**config.mk**
```make
export PLATFORM = sky130hd
export DESIGN_NAME = zx_key_matrix_flat
export DESIGN_NICKNAME = d
export VERILOG_FILES = /design/src/rtl/zx_key_matrix_if.sv /design/src/rtl/zx_key_matrix.sv /design/src/flat_wrapper.sv
export SDC_FILE = /design/constraint.sdc
export NUM_CORES = 1
export LEC_CHECK = 0
export CORE_UTILIZATION = 50
export CTS_BUF_LIST = sky130_fd_sc_hd__clkbuf_2
export CTS_CLUSTER_SIZE = 30
export DETAILED_ROUTE_END_ITERATION = 8
export GPL_TIMING_DRIVEN = 1
export PLACE_DENSITY = 0.75
export RECOVER_POWER = 25
export SETUP_SLACK_MARGIN = 0.4
export SYNTH_ARGS = -nofsm -noshare
export SYNTH_HDL_FRONTEND = slang
export SYNTH_SLANG_ARGS = --single-unit
```
**constraint.sdc**
```tcl
create_clock -name clk -period 2.5 [get_ports clk]
set_input_delay 0.25 -clock clk [delete_from_list [all_inputs] [get_ports clk]]
set_output_delay 0.25 -clock clk [all_outputs]
set_load 0.05 [all_outputs]
```
**src/rtl/zx_key_matrix_if.sv**
```systemverilog
// Byte stream from the PS/2 receiver plus the ULA half-row read path.
// The master side drives the scan-code strobes and CPU address; the slave returns key_row.
interface zx_key_matrix_if;
  logic [7:0] scan_code;
  logic       scan_code_ready;
  logic       scan_code_error;
  logic [7:0] A;
  logic [4:0] key_row;

  modport master (
    output scan_code, scan_code_ready, scan_code_error, A,
    input  key_row
  );

  modport slave (
    input  scan_code, scan_code_ready, scan_code_error, A,
    output key_row
  );
endinterface

```
**src/rtl/zx_key_matrix.sv**
```systemverilog
// PS/2 set-2 scan codes to ZX Spectrum 8x5 keyboard matrix.
// key_row is purely combinational from the held-key matrix and the half-row address.
module zx_key_matrix #(
  parameter bit          CLEAR_ON_ERROR = 1'b0,
  parameter int unsigned PAUSE_SKIP     = 7
) (
  input  logic           clk,
  input  logic           reset,
  zx_key_matrix_if.slave kbd
);

  localparam int SKIP_W = (PAUSE_SKIP < 2) ? 1 : $clog2(PAUSE_SKIP + 1);

  typedef enum logic [2:0] {
    S_IDLE,
    S_EXT,
    S_BRK,
    S_EXT_BRK,
    S_SKIP
  } state_e;

  typedef enum logic [2:0] {
    T_NONE,
    T_KEY,
    T_LSHIFT,
    T_RSHIFT,
    T_COMP
  } tgt_kind_e;

  // For T_COMP, col is the composite index: 0 bksp, 1 left, 2 down, 3 up, 4 right.
  typedef struct packed {
    tgt_kind_e  kind;
    logic [2:0] row;
    logic [2:0] col;
  } key_tgt_t;

  function automatic key_tgt_t key_at(input logic [2:0] r, input logic [2:0] c);
    key_tgt_t t;
    t.kind = T_KEY;
    t.row  = r;
    t.col  = c;
    return t;
  endfunction

  function automatic key_tgt_t special(input tgt_kind_e k, input logic [2:0] c);
    key_tgt_t t;
    t.kind = k;
    t.row  = 3'd0;
    t.col  = c;
    return t;
  endfunction

  function automatic key_tgt_t map_normal(input logic [7:0] code);
    key_tgt_t t;
    t = special(T_NONE, 3'd0);
    case (code)
      8'h12: t = special(T_LSHIFT, 3'd0);
      8'h59: t = special(T_RSHIFT, 3'd0);
      8'h66: t = special(T_COMP, 3'd0);
      8'h1A: t = key_at(3'd0, 3'd1);
      8'h22: t = key_at(3'd0, 3'd2);
      8'h21: t = key_at(3'd0, 3'd3);
      8'h2A: t = key_at(3'd0, 3'd4);
      8'h1C: t = key_at(3'd1, 3'd0);
      8'h1B: t = key_at(3'd1, 3'd1);
      8'h23: t = key_at(3'd1, 3'd2);
      8'h2B: t = key_at(3'd1, 3'd3);
      8'h34: t = key_at(3'd1, 3'd4);
      8'h15: t = key_at(3'd2, 3'd0);
      8'h1D: t = key_at(3'd2, 3'd1);
      8'h24: t = key_at(3'd2, 3'd2);
      8'h2D: t = key_at(3'd2, 3'd3);
      8'h2C: t = key_at(3'd2, 3'd4);
      8'h16: t = key_at(3'd3, 3'd0);
      8'h1E: t = key_at(3'd3, 3'd1);
      8'h26: t = key_at(3'd3, 3'd2);
      8'h25: t = key_at(3'd3, 3'd3);
      8'h2E: t = key_at(3'd3, 3'd4);
      8'h45: t = key_at(3'd4, 3'd0);
      8'h46: t = key_at(3'd4, 3'd1);
      8'h3E: t = key_at(3'd4, 3'd2);
      8'h3D: t = key_at(3'd4, 3'd3);
      8'h36: t = key_at(3'd4, 3'd4);
      8'h4D: t = key_at(3'd5, 3'd0);
      8'h44: t = key_at(3'd5, 3'd1);
      8'h43: t = key_at(3'd5, 3'd2);
      8'h3C: t = key_at(3'd5, 3'd3);
      8'h35: t = key_at(3'd5, 3'd4);
      8'h5A: t = key_at(3'd6, 3'd0);
      8'h4B: t = key_at(3'd6, 3'd1);
      8'h42: t = key_at(3'd6, 3'd2);
      8'h3B: t = key_at(3'd6, 3'd3);
      8'h33: t = key_at(3'd6, 3'd4);
      8'h29: t = key_at(3'd7, 3'd0);
      8'h14: t = key_at(3'd7, 3'd1);
      8'h3A: t = key_at(3'd7, 3'd2);
      8'h31: t = key_at(3'd7, 3'd3);
      8'h32: t = key_at(3'd7, 3'd4);
      default: t = special(T_NONE, 3'd0);
    endcase
    return t;
  endfunction

  // E0 12 (fake shift) and every other unlisted extended code fall through to T_NONE.
  function automatic key_tgt_t map_ext(input logic [7:0] code);
    key_tgt_t t;
    case (code)
      8'h14:   t = key_at(3'd7, 3'd1);
      8'h6B:   t = special(T_COMP, 3'd1);
      8'h72:   t = special(T_COMP, 3'd2);
      8'h75:   t = special(T_COMP, 3'd3);
      8'h74:   t = special(T_COMP, 3'd4);
      default: t = special(T_NONE, 3'd0);
    endcase
    return t;
  endfunction

  state_e            state_q, state_d;
  logic [SKIP_W-1:0] skip_q, skip_d;
  logic              do_press, do_release, use_ext, clear_all;
  key_tgt_t          tgt;

  logic [7:0][4:0] phys_q;
  logic            lshift_q, rshift_q;
  logic [4:0]      comp_q;
  logic [7:0][4:0] eff;
  logic [4:0]      key_row_c;

  // NOTE: every always_comb output gets a default first, so no path can infer a latch.
  always_comb begin
    state_d    = state_q;
    skip_d     = skip_q;
    do_press   = 1'b0;
    do_release = 1'b0;
    use_ext    = 1'b0;
    clear_all  = 1'b0;
    if (kbd.scan_code_error) begin
      state_d   = S_IDLE;
      skip_d    = '0;
      clear_all = CLEAR_ON_ERROR;
    end else if (kbd.scan_code_ready) begin
      case (state_q)
        S_IDLE: begin
          case (kbd.scan_code)
            8'hE0: state_d = S_EXT;
            8'hF0: state_d = S_BRK;
            8'hE1: begin
              if (PAUSE_SKIP != 0) begin
                state_d = S_SKIP;
                skip_d  = SKIP_W'(PAUSE_SKIP);
              end
            end
            8'hAA:   clear_all = 1'b1;
            default: do_press  = 1'b1;
          endcase
        end
        S_EXT: begin
          if (kbd.scan_code == 8'hF0) begin
            state_d = S_EXT_BRK;
          end else begin
            do_press = 1'b1;
            use_ext  = 1'b1;
            state_d  = S_IDLE;
          end
        end
        S_BRK: begin
          do_release = 1'b1;
          state_d    = S_IDLE;
        end
        S_EXT_BRK: begin
          do_release = 1'b1;
          use_ext    = 1'b1;
          state_d    = S_IDLE;
        end
        S_SKIP: begin
          if (skip_q <= SKIP_W'(1)) begin
            skip_d  = '0;
            state_d = S_IDLE;
          end else begin
            skip_d = skip_q - SKIP_W'(1);
          end
        end
        default: state_d = S_IDLE;
      endcase
    end
  end

  assign tgt = use_ext ? map_ext(kbd.scan_code) : map_normal(kbd.scan_code);

  // NOTE: sequential state uses non-blocking assignments so every register samples pre-edge values.
  always_ff @(posedge clk or negedge reset) begin
    if (!reset) begin
      state_q <= S_IDLE;
      skip_q  <= '0;
    end else begin
      state_q <= state_d;
      skip_q  <= skip_d;
    end
  end

  // NOTE: the 40-bit matrix is plain flops, not a RAM, so it takes the async reset like any other state.
  always_ff @(posedge clk or negedge reset) begin
    if (!reset) begin
      phys_q   <= '0;
      lshift_q <= 1'b0;
      rshift_q <= 1'b0;
      comp_q   <= '0;
    end else if (clear_all) begin
      phys_q   <= '0;
      lshift_q <= 1'b0;
      rshift_q <= 1'b0;
      comp_q   <= '0;
    end else if (do_press || do_release) begin
      case (tgt.kind)
        T_KEY:    phys_q[tgt.row][tgt.col] <= do_press;
        T_LSHIFT: lshift_q                 <= do_press;
        T_RSHIFT: rshift_q                 <= do_press;
        T_COMP:   comp_q[tgt.col]          <= do_press;
        default:  ;
      endcase
    end
  end

  // Composite keys OR into CS and their digit without touching the physical bits.
  always_comb begin
    eff       = phys_q;
    eff[0][0] = lshift_q | rshift_q | (|comp_q);
    eff[4][0] = phys_q[4][0] | comp_q[0];
    eff[3][4] = phys_q[3][4] | comp_q[1];
    eff[4][4] = phys_q[4][4] | comp_q[2];
    eff[4][3] = phys_q[4][3] | comp_q[3];
    eff[4][2] = phys_q[4][2] | comp_q[4];
  end

  always_comb begin
    key_row_c = '1;
    for (int r = 0; r < 8; r++) begin
      if (!kbd.A[r]) key_row_c = key_row_c & ~eff[r];
    end
  end

  assign kbd.key_row = key_row_c;

endmodule

```
**src/flat_wrapper.sv**
```systemverilog
// flat-port wrapper written by rule: the top's interface ports become plain ports
module zx_key_matrix_flat 
#(
  parameter bit          CLEAR_ON_ERROR = 1'b0,
  parameter int unsigned PAUSE_SKIP     = 7
)
  (clk, reset, kbd_scan_code, kbd_scan_code_ready, kbd_scan_code_error, kbd_A, kbd_key_row);
  zx_key_matrix_if kbd_i ();
  input  logic clk;
  input  logic reset;
  input wire logic [$bits(kbd_i.scan_code)-1:0] kbd_scan_code;
  input wire logic [$bits(kbd_i.scan_code_ready)-1:0] kbd_scan_code_ready;
  input wire logic [$bits(kbd_i.scan_code_error)-1:0] kbd_scan_code_error;
  input wire logic [$bits(kbd_i.A)-1:0] kbd_A;
  output wire logic [$bits(kbd_i.key_row)-1:0] kbd_key_row;
  assign kbd_i.scan_code = kbd_scan_code;
  assign kbd_i.scan_code_ready = kbd_scan_code_ready;
  assign kbd_i.scan_code_error = kbd_scan_code_error;
  assign kbd_i.A = kbd_A;
  assign kbd_key_row = kbd_i.key_row;
  zx_key_matrix #(.CLEAR_ON_ERROR(CLEAR_ON_ERROR), .PAUSE_SKIP(PAUSE_SKIP)) u_core (.clk(clk), .reset(reset), .kbd(kbd_i));
endmodule
```
Word level (Yosys, flattened, before mapping)
Memory sizes are Yosys's and may differ from the RTL's.
Index checks and enable logic that the tools add are counted.
{"block": "word_totals", "reg_bits": 53, "rom_bits": 1152, "in_bits": 20, "out_inout_bits": 5, "wordCells": 137, "n_memories": 1}
{"memory": "(name not given)", "depth": 128, "word_bits": 9, "read_ports": 1, "rd_clocked_by_memory_dff": 0, "write_ports": 0, "line": "zx_key_matrix.sv:56", "rtl": "case (code)"}
{"block": "op_classes", "addsub": 1, "n_lt_le_gt_ge": 5, "n_eq_ne": 20, "muxes": 55, "bitwise": 22, "n_reduce_logical": 20}
{"cell": "40-bit two-way mux", "n": 3}
{"cell": "5-bit two-way mux", "n": 12}
{"cell": "9-bit case mux with 5 select lines", "n": 1}
{"cell": "40-bit bitwise mux", "n": 1}
{"cell": "5-bit NOT", "n": 8}
{"cell": "5-bit AND", "n": 7}
{"cell": "8-bit by 7-bit == test with 1-bit output (second input constant)", "n": 4}
{"cell": "8-bit == test (second input constant)", "n": 4}
{"cell": "3-bit two-way mux", "n": 7}
{"cell": "1-bit two-way mux", "n": 20}
{"cell": "9-bit two-way mux", "n": 2}
{"cell": "3-bit case mux with 3 select lines", "n": 2}
{"cell": "5-bit demux with 3-bit select", "n": 1}
{"cell": "3-bit by 2-bit == test with 1-bit output (second input constant)", "n": 4}
{"cell": "2-bit nonzero test", "n": 6}
{"cell": "8-bit by 5-bit == test with 1-bit output (second input constant)", "n": 1}
{"cell": "3-bit by 4-bit < comparator with 1-bit output (second input constant)", "n": 2}
{"cell": "2-bit AND reduction", "n": 4}
{"cell": "1-bit bitwise OR", "n": 7}
{"cell": "3-bit by 1-bit == test with 1-bit output (second input constant)", "n": 2}
{"cell": "3-bit == test (second input constant)", "n": 2}
{"cell": "3-bit by 1-bit greater-or-equal comparator with 1-bit output (second input constant)", "n": 2}
{"cell": "3-bit case mux with 2 select lines", "n": 1}
{"cell": "3-bit AND reduction", "n": 2}
{"cell": "other kinds (16)", "n": 18}

Depth between registers and ports, before layout
Gate-level depths: netlist (run 1).
{"block": "logic_depth", "ltp_word": 18, "depth_mapped": 12, "ltp_nobuf": 10}

Worst setup path after synthesis (run 1)
OpenSTA, ideal clock, no wires.
{"block": "synth_path", "kind": "register to output", "start": "register u_core.comp_q[0]", "end": "output kbd_key_row[0]", "t_arrival_ps": 2309, "required_ps": 2250, "setup_slack_ps": -59, "stages_incl_launch_ff": 5, "path_buffers": 0, "cell_sequence": "dfrtp_1 nor2_1 nor2_1 a221o_1 nor4_1"}
{"block": "synth_between", "elab_chain_cells": 18, "elab_cells_between_ends": 20, "cone_classes": "8 x mux; 11 x bitwise; 1 x reduce/logical"}
{"item": "from (decl)", "line": "zx_key_matrix.sv:125", "rtl": "logic [4:0] comp_q;"}
{"item": "from (signal, indexed assignment)", "line": "zx_key_matrix.sv:218", "rtl": "T_COMP: comp_q[tgt.col] <= do_press;"}
{"item": "5-bit OR reduction", "line": "zx_key_matrix.sv:227", "rtl": "eff[0][0] = lshift_q | rshift_q | (|comp_q);"}
{"item": "1-bit bitwise OR", "line": "zx_key_matrix.sv:227"}
{"item": "5-bit NOT", "line": "zx_key_matrix.sv:238", "rtl": "if (!kbd.A[r]) key_row_c = key_row_c & ~eff[r];"}
{"item": "5-bit two-way mux", "line": "zx_key_matrix.sv:238"}
{"item": "5-bit AND", "line": "zx_key_matrix.sv:238"}
{"item": "5-bit two-way mux", "line": "zx_key_matrix.sv:238"}
{"item": "5-bit AND", "line": "zx_key_matrix.sv:238"}
{"item": "5-bit two-way mux", "line": "zx_key_matrix.sv:238"}
{"item": "[... 2 more ...]"}
{"item": "5-bit AND", "line": "zx_key_matrix.sv:238"}
{"item": "5-bit two-way mux *", "line": "zx_key_matrix.sv:238"}
{"item": "5-bit AND", "line": "zx_key_matrix.sv:238"}
{"item": "5-bit two-way mux *", "line": "zx_key_matrix.sv:238"}
{"item": "5-bit AND", "line": "zx_key_matrix.sv:238"}
{"item": "5-bit two-way mux *", "line": "zx_key_matrix.sv:238"}
{"item": "5-bit AND", "line": "zx_key_matrix.sv:238"}
{"item": "5-bit two-way mux *", "line": "zx_key_matrix.sv:238"}
{"item": "to (decl)", "line": "flat_wrapper.sv:15", "rtl": "output wire logic [$bits(kbd_i.key_row)-1:0] kbd_key_row;"}
Every way passes the cells marked *; elsewhere a longest branch is shown, timed or not.

Worst setup path after layout (run 1)
{"block": "layout_path", "start": "register u_core.state_q[1]", "end": "register u_core.phys_q (netlist bit u_core.eff[32])"}
{"block": "layout_between", "elab_chain_cells": 15, "elab_cells_between_ends": 37, "cone_classes": "4 x order compare; 4 x eq/ne; 21 x mux; 8 x reduce/logical"}
{"item": "from (decl)", "line": "zx_key_matrix.sv:118", "rtl": "state_e state_q, state_d;"}
{"item": "from (signal assigned)", "line": "zx_key_matrix.sv:196", "rtl": "state_q <= state_d;"}
{"item": "3-bit by 2-bit == test with 1-bit output or 3-bit by 1-bit == test with 1-bit output (tied branches)", "line": "zx_key_matrix.sv:142", "rtl": "case (state_q)"}
{"item": "1-bit case mux with 2 select lines", "line": "zx_key_matrix.sv:142"}
{"item": "1-bit two-way mux", "line": "zx_key_matrix.sv:141", "rtl": "end else if (kbd.scan_code_ready) begin"}
{"item": "1-bit two-way mux", "line": "zx_key_matrix.sv:137", "rtl": "if (kbd.scan_code_error) begin"}
{"item": "9-bit two-way mux", "line": "zx_key_matrix.sv:188", "rtl": "assign tgt = use_ext ? map_ext(kbd.scan_code) : map_normal(kbd.scan_code);"}
{"item": "3-bit by 4-bit < comparator with 1-bit output (implied by the code) or 3-bit by 1-bit greater-or-equal comparator with 1-bit output (tied branches)", "line": "zx_key_matrix.sv:215", "rtl": "T_KEY: phys_q[tgt.row][tgt.col] <= do_press;"}
{"item": "1-bit logical AND (implied by the code)", "line": "zx_key_matrix.sv:215"}
{"item": "1-bit two-way mux (implied by the code)", "line": "zx_key_matrix.sv:215"}
{"item": "1-bit demux with 3-bit select"}
{"item": "5-bit two-way mux (implied by the code)", "line": "zx_key_matrix.sv:215"}
{"item": "5-bit demux with 3-bit select"}
{"item": "40-bit bitwise mux", "line": "zx_key_matrix.sv:215"}
{"item": "40-bit two-way mux", "line": "zx_key_matrix.sv:214", "rtl": "case (tgt.kind)"}
{"item": "40-bit two-way mux", "line": "zx_key_matrix.sv:213", "rtl": "end else if (do_press || do_release) begin"}
{"item": "40-bit two-way mux", "line": "zx_key_matrix.sv:208", "rtl": "end else if (clear_all) begin"}
{"item": "to (signal, indexed assignment)", "line": "zx_key_matrix.sv:215"}
{"item": "to (decl)", "line": "zx_key_matrix.sv:123", "rtl": "logic [7:0][4:0] phys_q;"}
Parallel ways exist; a longest one is shown, timed or not. The select of a mux whose other input is x is not followed.
A chain may end at the register's enable or synchronous reset.

==> results of run 1 <==
path summary, 6_finish.rpt:
| kind | start | to | slack [ps] | cells after the start |
|---|---|---|---|---|
| max | u_core.state_q[1]$_DFFE_PN0P_ | u_core.eff[32]$_DFFE_PN0P_ | 170 | 9 |
| min | reset | u_core.comp_q[1]$_DFFE_PN0P_ | 300 | 2 |
| max reg2reg | u_core.state_q[1]$_DFFE_PN0P_ | u_core.eff[32]$_DFFE_PN0P_ | 170 | 9 |
| min reg2reg | u_core.phys_q[22]$_DFFE_PN0P_ | u_core.phys_q[22]$_DFFE_PN0P_ | 550 | 2 |
| max in group asynchronous | reset | u_core.eff[5]$_DFFE_PN0P_ | 770 | 3 |
| min in group clk | kbd_scan_code_error | u_core.state_q[2]$_DFFE_PN0P_ | 460 | 3 |
critical path, stage by stage, from the launching register on:
cell	delay, ps
dfrtp_1	450
and4b_1	310
a21bo_4	230
buf_4	200
o311ai_2	170
a221oi_4	420
buf_6	190
a21oi_1	70
o21ai_1	160
o21ai_1	90
layer usage:
| layer | track usage | vias to the layer above | wire length (µm) |
|---|---|---|---|
| met3 | 0.04516 | 73 | 1007 |
| met5 | 0 | - | 0 |
| li1 | - | 2143 | - |
| met2 | 0.6340 | 284 | 7615 |
| met1 | 0.4381 | 2296 | 5772 |
| met4 | 0.1797 | 0 | 767 |
what timing repair did:
item / in CTS / in global routing
pin swaps: 40 / 13
endpoints found under the setup margin: 46 / 47
endpoints found under the hold margin: 43 / 0
hold buffers: 1 / 0
resized for setup: 77 / 32
buffers inserted: 17 / 3
cloned: 1 / 0
cell usage after synthesis (4+ instances only):
master / n
o21ai_1: 9
o211ai_1: 14
o211a_1: 5
a21oi_1: 31
nand2_1: 34
nor2_1: 28
o31ai_1: 5
buf_6: 4
inv_1: 20
a211oi_1: 4
clkbuf_1: 11
and3_1: 6
nand3_1: 10
o21ai_0: 76
a22o_1: 4
dfrtp_1: 52
nand2b_1: 10
a31oi_1: 11
buf_2: 8
ha_1: 8
nor3_1: 8
and2_1: 5
a22oi_1: 9
nor3b_1: 4
nor2b_1: 12
o2111ai_1: 4
o22ai_1: 4
stage by stage:
stage          TNS [ps]    util
3_3_place_gp     -22000  0.6886
5_1_grt               0  0.7675
2_1_floorplan         0       -
6_report              0  0.7675
3_5_place_dp     -23580  0.6886
4_1_cts               0  0.7492
area by class of cell:
type                            instances  area share
Clock buffer                            5    0.004176
Sequential cell                        52      0.2172
Clock inverter                          3    0.004594
Tap cell                              102     0.02130
Timing Repair Buffer                  158      0.2322
Inverter                               21     0.01733
Multi-Input combinational cell        390      0.5032
power by group:
| group | switching [mW] | internal, mW | total [mW] |
|---|---|---|---|
| combinational | 0.336 | 0.284 | 0.620 |
| sequential | 0.0173 | 0.865 | 0.882 |
| clock | 0.315 | 0.0784 | 0.393 |
| total | 0.668 | 1.23 | 1.90 |
flip-flops by register name (all words and copies together), names as in the netlist:
name and count:
u_core.lshift_q 1, u_core.eff 34, u_core.state_q 3, u_core.skip_q 3
u_core.rshift_q 1, u_core.comp_q 5, u_core.phys_q 5
cell families after synthesis:
kind of cell | share of synthesized area
xor+xnor | 0.002146
mux | 0.01594
flops | 0.3187
simple gates | 0.2292
fa+ha+maj | 0.02452
compound gates | 0.3537
buf+inv | 0.05577
==> flow_summary.json, run 1 <==
{
  "status": "complete, no violations",
  "maxCapViolCount": 0,
  "slew_headroom": 0.2885,
  "design_area_um2": 5992,
  "place_inst": 701,
  "core_region_area_um2": 7807,
  "clockBufferDepth": 2,
  "grt_usage": 0.3627,
  "crit_type": "reg2reg",
  "num-nets-final": 656,
  "final_layout_size_suffix_gt1_frac": 0.3847,
  "worstMarginPinSlew_ps": 1067,
  "cp.arrival_ps": 2740,
  "diodes": 0,
  "hold_viol_final": 0,
  "syn_area_um2": 4083,
  "place_area_um2": 5376,
  "vias_per_cell": 6.561,
  "vdd_drop_max_v": 0.0002093,
  "yosysTopAreaCellShare": 0.3187,
  "drt_iter0_drc": 415,
  "synth_edf_count": 0,
  "finClkSkew_ps": 32.50,
  "fmax_mhz": 428.8,
  "grt-ovfl-total": 0,
  "yosysWarningCount": 0,
  "power_density_nw_per_um2": 316.3,
  "required_ps": 2910,
  "final_antenna_net_count": 0,
  "gp_congestion": 1.001,
  "die-height_um": 92.36,
  "synth.distinct_cells": 85,
  "ios": 25,
  "worstSetupEndpointType": "flip-flop",
  "path_clk_slew_ps": 300,
  "io_buffer_count": 24,
  "drt_first_pass_iters": 5,
  "grt_pass1_wl_um": 24200,
  "setup_ws_ps": 168.1,
  "clkSinkCount": 52,
  "yosysTopAreaCell": "dfrtp_1",
  "ys_ff_latch": 52,
  "final_cells": 731,
  "post-route-drc-count": 0,
  "multiInputGateArea_um2": 3015,
  "yosys_most_used_dff": "dfrtp_1",
  "grt_max_degree": 25,
  "setup_viol": 0,
  "h-tree-depth": 2,
  "p_leak_nw": 2.467,
  "final_cell_mix": "114 x buf_4, 55 x o21ai_1, 52 x dfrtp_1",
  "cts_tree": "done",
  "drv_slew": 0,
  "routed_wl_um": 15160,
  "async_flop_share": 1.000,
  "holdWs_ps": 300.8,
  "synth-seq-area-share": 0.3187,
  "die-area_um2": 8530,
  "antenna_found_initial": 0,
  "period_minus_slack_ps": 2332,
  "startpoint_type": "flip-flop",
  "root_buffer": "clkbuf_2",
  "syn_area_per_cell_um2": 8.349,
  "fillers": 563,
  "grt_pass1_vias": 4742,
  "hp-class": "in2async",
  "regArea_um2": 1301,
  "clock_latency_ps": 490,
  "final_common_cell": "buf_4",
  "dp_hpwl_um": 10910,
  "rows": 32,
  "cp_max_fo": 7,
  "syn_to_final_growth_pct": 46.77,
  "synth_fp_nets": 517,
  "die_w_um": 92.36,
  "synthCells": 489,
  "grt_setup_unrepaired": "yes",
  "p_total_mw": 1.895,
  "vias": 4796,
  "period_share": 0.9328,
  "synth_top_cells_by_area": "dfrtp_1 32%, o21ai_0 9.3%, a21oi_1 3.8%, nand2_1 3.1%, nor2_1 2.6%",
  "start_util": 0.5229,
  "pre_cts_slack_ps": -664.5,
  "cts-buffers-inserted": 5,
  "wl_per_cell_um": 20.74
}
No activity file was read; power rests on OpenSTA's default activity.
==> run 2, diff against run 1 <==
--- a/config.mk
+++ b/config.mk
@@ -5,6 +5,7 @@
 export SDC_FILE = /design/constraint.sdc
 export NUM_CORES = 1
 export LEC_CHECK = 0
+export CAP_MARGIN = 20
 export CORE_UTILIZATION = 50
 export CTS_BUF_LIST = sky130_fd_sc_hd__clkbuf_2
 export CTS_CLUSTER_SIZE = 30
@@ -13,6 +14,7 @@
 export PLACE_DENSITY = 0.75
 export RECOVER_POWER = 25
 export SETUP_SLACK_MARGIN = 0.4
+export SKIP_CTS_REPAIR_TIMING = 1
 export SYNTH_ARGS = -nofsm -noshare
 export SYNTH_HDL_FRONTEND = slang
 export SYNTH_SLANG_ARGS = --single-unit
==> run 2 against run 1 <==
Fmax increased by 1.3%. Critical endpoint is now u_core.eff[27]$_DFFE_PN0P_. Design area decreased by 1.1%. Clock-buffer cell count unchanged. Total power about the same. Utilization decreased by 0.87 points. Cell count decreased by 0.82%. Critical path depth decreased by 1. Global-route usage decreased by 2.4 points. Routed wire length decreased by 2.0%. Worst hold slack got worse by 36 ps.
==> flow_summary.json, run 2 (same netlist as run 1, synthesis figures left out) <==
{
  "status": "complete, no violations",
  "final_cell_mix": "112 x buf_4, 56 x o21ai_1, 52 x dfrtp_1",
  "worstMarginPinSlew_ps": 1092,
  "die_w_um": 92.36,
  "clock_latency_ps": 500,
  "hp-class": "in2async",
  "final_antenna_net_count": 0,
  "routed_wl_um": 14860,
  "drt_iter0_drc": 404,
  "largest_reg_flops": 34,
  "crit_type": "reg2reg",
  "p_leak_nw": 2.459,
  "clkSinkCount": 52,
  "grt_pass1_wl_um": 22690,
  "startpoint": "u_core.state_q[2]$_DFFE_PN0P_",
  "grt_pass1_vias": 4518,
  "grt-ovfl-total": 0,
  "syn_to_final_growth_pct": 45.11,
  "finClkSkew_ps": 39.22,
  "regToRegSetupSlack_ps": 200,
  "rows": 32,
  "r2r-start": "u_core.state_q[2]$_DFFE_PN0P_",
  "root_buffer": "clkbuf_2",
  "max_stage_delay_ps": 450,
  "die-area_um2": 8530,
  "p_total_mw": 1.894,
  "worstSetupEndpointType": "flip-flop",
  "hold_viol_final": 0,
  "vias_per_cell": 6.480,
  "slew_headroom": 0.2721,
  "cp.arrival_ps": 2700,
  "maxCapViolCount": 0,
  "core_region_area_um2": 7807,
  "vias": 4698,
  "power_density_nw_per_um2": 319.7,
  "final_common_cell": "buf_4",
  "num-nets-final": 649,
  "period_minus_slack_ps": 2301,
  "path_clk_slew_ps": 310,
  "cts_tree": "done",
  "io_buffer_count": 24,
  "die-height_um": 92.36,
  "drv_slew": 0,
  "clockBufferDepth": 2,
  "grt_usage": 0.3388,
  "gp_congestion": 1.001,
  "start_util": 0.5229,
  "antenna_found_initial": 1,
  "cp_max_fo": 7,
  "ios": 25,
  "final_layout_size_suffix_gt1_frac": 0.3698,
  "dp_hpwl_um": 10910,
  "grt_max_degree": 25,
  "post-route-drc-count": 0,
  "required_ps": 2900,
  "crit_chain": "and4bb_2 -> a21bo_4 -> a31oi_4 -> nor3b_4 -> buf_6 -> nand4_4 -> o211a_1 -> a211o_1",
  "fmax_mhz": 434.5,
  "startpoint_type": "flip-flop",
  "wl_per_cell_um": 20.49,
  "setup_viol": 0,
  "grt_setup_unrepaired": "yes",
  "pre_cts_slack_ps": -664.5,
  "setup_ws_ps": 198.6,
  "critical_path.top_delay_family": "compound AO/OA/AOI/OAI gates",
  "h-tree-depth": 2,
  "vdd_drop_max_v": 0.0002035,
  "cts-buffers-inserted": 5,
  "period_share": 0.9206,
  "drt_first_pass_iters": 5,
  "crit_buf_inv": 1,
  "cpMaxStageDelayCell": "dfrtp_1"
}
==> run 2: changes by cell type in the layout (fill, tap and decap cells not counted), moves of 2 or more <==
cell / delta
nand2_2: -2
nand2_1: +2
buf_4: -2
nand3_4: -2
nor2_1: +2
nor2b_1: -2
o21ai_0: +2
nor2_4: -2
buf_6: -4
dlymetal6s2s_1: +6
dlygate4sd2_1: -6
o21ai_2: -3
==> run 2: worst paths after layout <==
check / to / cells past startpoint
min in group clk: u_core.skip_q[1]$_DFFE_PN0P_ / 3
min reg2reg: u_core.eff[21]$_DFFE_PN0P_ / 2
max: u_core.eff[27]$_DFFE_PN0P_ / 8
min: u_core.comp_q[1]$_DFFE_PN0P_ / 2
max reg2reg: u_core.eff[27]$_DFFE_PN0P_ / 8
max in group asynchronous: u_core.eff[5]$_DFFE_PN0P_ / 3
==> run 2: worst register-to-register path, stage by stage (launching register included) <==
cell      delay, ps
dfrtp_1         450
and4bb_2        320
a21bo_4         290
a31oi_4         180
nor3b_4         230
buf_6           140
nand4_4         150
o211a_1         260
a211o_1         230
==> run 2: where the power goes <==
| part | internal (mW) | leakage (nW) | total (mW) | switching (mW) |
|---|---|---|---|---|
| sequential | 0.865 | 0.698 | 0.881 | 0.0161 |
| clock | 0.0781 | 0.0311 | 0.393 | 0.315 |
| combinational | 0.285 | 1.73 | 0.620 | 0.335 |
| total | 1.23 | 2.46 | 1.89 | 0.666 |
==> run 2: area by class of cell <==
class | count | area (µm²)
Clock inverter | 3 | 27.53
Sequential cell | 52 | 1301
Inverter | 21 | 103.9
Clock buffer | 5 | 25.02
Tap cell | 102 | 127.6
Antenna cell | 1 | 2.502
Timing Repair Buffer | 151 | 1331
Fill cell | 558 | 1883
Multi-Input combinational cell | 390 | 3005
==> run 2: per-stage QoR <==
stage | setup TNS, ps | hold slack [ps] | instances | instance area (µm²) | util
final | 0 | 264.3 | 725 | 5924 | 0.7588
after global routing | 0 | 339.7 | 725 | 5924 | 0.7588
after CTS | -1403 | -391.8 | 709 | 5429 | 0.6954
after detailed placement | -23580 | 156.5 | 701 | 5376 | 0.6886
after global placement | -22000 | 153.3 | 701 | 5376 | 0.6886
after floorplan | 0 | -45.59 | 489 | 4285 | -
==> run 2: routing by layer <==
layer | vias up | global-route usage | wire, µm
li1 | 2131 | - | -
met1 | 2266 | 0.4216 | 5832
met2 | 241 | 0.5821 | 7366
met3 | 60 | 0.04187 | 955
met4 | 0 | 0.1589 | 702
met5 | - | 0 | 0
==> run 3, diff against run 2 <==
--- a/config.mk
+++ b/config.mk
@@ -5,13 +5,13 @@
 export SDC_FILE = /design/constraint.sdc
 export NUM_CORES = 1
 export LEC_CHECK = 0
-export CAP_MARGIN = 20
-export CORE_UTILIZATION = 50
+export CORE_UTILIZATION = 37
 export CTS_BUF_LIST = sky130_fd_sc_hd__clkbuf_2
 export CTS_CLUSTER_SIZE = 30
 export DETAILED_ROUTE_END_ITERATION = 8
 export GPL_TIMING_DRIVEN = 1
-export PLACE_DENSITY = 0.75
+export HOLD_SLACK_MARGIN = 0.06
+export PLACE_DENSITY = 0.59
 export RECOVER_POWER = 25
 export SETUP_SLACK_MARGIN = 0.4
 export SKIP_CTS_REPAIR_TIMING = 1
==> run 3 against run 2 <==
The flow now finishes with violations (max-capacitance violations, max-slew violations). Non-clock buffer count grew 19. Sequential share of layout area shrank 1.1 points. Register-to-register slack lost 150 ps. Clock skew shrank 30 ps. Critical path depth grew 4. Combinational power is essentially flat. Fmax shrank 7.7%. Worst setup slack lost 190 ps. Total power grew 3.0%. Global-route usage shrank 7.9 points. Design area grew 5.4%. Critical endpoint is now u_core.eff[6]$_DFFE_PN0P_. Largest power group unchanged.
==> flow_summary.json, run 3 (same netlist as run 1, synthesis figures left out) <==
{
  "grt-ovfl-total": 0,
  "core_region_area_um2": 10510,
  "die_w_um": 107.0,
  "startpoint_type": "primary input",
  "required_ps": 2880,
  "vdd_drop_max_v": 0.0001986,
  "die-height_um": 107.0,
  "hp-class": "in2reg",
  "status": "finished, violations left",
  "cts_tree": "done",
  "critical_path.top_delay_family": "buffers and inverters",
  "final_cell_mix": "128 x buf_4, 51 x dfrtp_1, 48 x o21ai_1",
  "worstSetupEndpointType": "flip-flop",
  "ios": 25,
  "maxCapViolCount": 1,
  "grt_pass1_wl_um": 23200,
  "grt_usage": 0.2603,
  "root_buffer": "clkbuf_2",
  "io_buffer_count": 24,
  "setup_viol": 0,
  "dp_hpwl_um": 11450,
  "p_seq_frac": 0.453,
  "place_area_um2": 5579,
  "post-route-util": 0.5940,
  "largest_reg_flops": 34,
  "drv_slew": 31,
  "final_layout_size_suffix_gt1_frac": 0.4212,
  "clockBufferDepth": 2,
  "max_stage_delay_ps": 570,
  "cts-buffers-inserted": 5,
  "clock_power_share": 0.228,
  "clkSinkCount": 52,
  "setup_ws_ps": 6.134,
  "path_common_cell": "buf_4",
  "finClkSkew_ps": 9.154,
  "pre_cts_slack_ps": -646.1,
  "fmax_mhz": 401.0,
  "gp_congestion": 0.8890,
  "h-tree-depth": 2,
  "drt_first_pass_iters": 5,
  "period_minus_slack_ps": 2494,
  "power_density_nw_per_um2": 312.4,
  "routed_wl_um": 14510,
  "wl_per_cell_um": 18.68,
  "crit_chain": "clkdlybuf4s50_1 -> or3b_4 -> a21oi_1 -> o31ai_4 -> a31oi_4 -> nor3b_4 -> buf_4 -> buf_6 -> o21ai_4 -> buf_4 -> o311ai_2 -> o21ai_1",
  "die-area_um2": 11460,
  "crit_buf_inv": 4,
  "vias": 4578,
  "num-nets-final": 668,
  "worstMarginPinSlew_ps": 1627,
  "fillers": 935,
  "vias_per_cell": 5.892,
  "final_antenna_net_count": 0,
  "antenna_found_initial": 0,
  "grt_setup_unrepaired": "yes",
  "final_common_cell": "buf_4",
  "start_util": 0.3885,
  "path_clk_slew_ps": 270,
  "p_leak_nw": 2.596,
  "design_area_um2": 6242,
  "rows": 37,
  "period_share": 0.9975,
  "crit_type": "in2reg",
  "power.internal_mw": 1.323,
  "hold_viol_final": 0,
  "combPwrFrac": 0.319,
  "violations": "max-capacitance violations, max-slew violations",
  "cpMaxStageDelayCell": "clkdlybuf4s50_1",
  "syn_to_final_growth_pct": 52.90,
  "grt_max_degree": 31,
  "grt_pass1_vias": 4422,
  "slew_headroom": -0.08438,
  "drt_iter0_drc": 275,
  "switchingPower_mw": 0.6271,
  "cp.arrival_ps": 2870,
  "post-route-drc-count": 0,
  "swShare": 0.3215,
  "diodes": 0,
  "p_total_mw": 1.950,
  "clock_latency_ps": 440,
  "cp_max_fo": 6
}
## run 3: cell types whose count changed in the layout (fill, tap and decap cells not counted), sizes merged
| cell | change |
|---|---|
| bufinv | +1 |
| clkinvlp | -1 |
| buf | +21 |
| diode | -1 |
| clkdlybuf4s50 | +2 |
| dlymetal6s2s | -2 |
| clkbuf | -2 |
| clkinv | +1 |
| inv | -1 |
## run 3: tightest hold or removal path, stage by stage
cell and delay, ps:
clkdlybuf4s50_1 470, buf_4 150, nor2_1 50
## run 3: final timing paths
kind                                                from                           end  slack (ps)  cells after the start
min reg2reg                    u_core.eff[4]$_DFFE_PN0P_     u_core.eff[4]$_DFFE_PN0P_         540                      2
max reg2reg                u_core.state_q[2]$_DFFE_PN0P_    u_core.eff[10]$_DFFE_PN0P_          50                     12
min                                  kbd_scan_code_error  u_core.skip_q[1]$_DFFE_PN0P_         470                      3
min in group asynchronous                          reset     u_core.eff[8]$_DFFE_PN0P_         700                      2
max in group asynchronous                          reset  u_core.comp_q[0]$_DFFE_PN0P_         780                      2
max                                     kbd_scan_code[6]     u_core.eff[6]$_DFFE_PN0P_           6                     12
## run 3: layout make-up
type | instances | area [µm²] | share of cell area
inverter | 21 | 106.4 | 0.01704
tap | 136 | 170.2 | 0.02726
sequential | 52 | 1303 | 0.2087
multi-input combinational | 390 | 3095 | 0.4959
timing repair buffer | 170 | 1500 | 0.2403
clock buffer | 5 | 25.02 | 0.004009
clock inverter | 3 | 42.54 | 0.006815
## run 3: through the flow
step	instances	TNS, ps	hold WS (ps)
after floorplan	489	0	-45.59
after global placement	753	-23240	316.4
after detailed placement	753	-24470	322.2
after CTS	761	-1947	-234.9
after global routing	777	-326.4	447.3
final	777	0	467.3
## run 3: layer usage
metal | GRT usage | part of all wire
met1 | 0.3375 | 0.42
met2 | 0.4406 | 0.50
met3 | 0.03404 | 0.055
met4 | 0.09589 | 0.031
met5 | 0 | 0
## run 3: power by group through the flow
stage               Clock [mW]  Combinational (mW)  Sequential [mW]
finish                   0.445               0.621            0.884
CTS                      0.458               0.542            0.882
detailed placement           0               0.541            0.896
global route             0.483               0.665            0.886
global placement             0               0.537            0.896
floorplan                    0               0.285            0.886
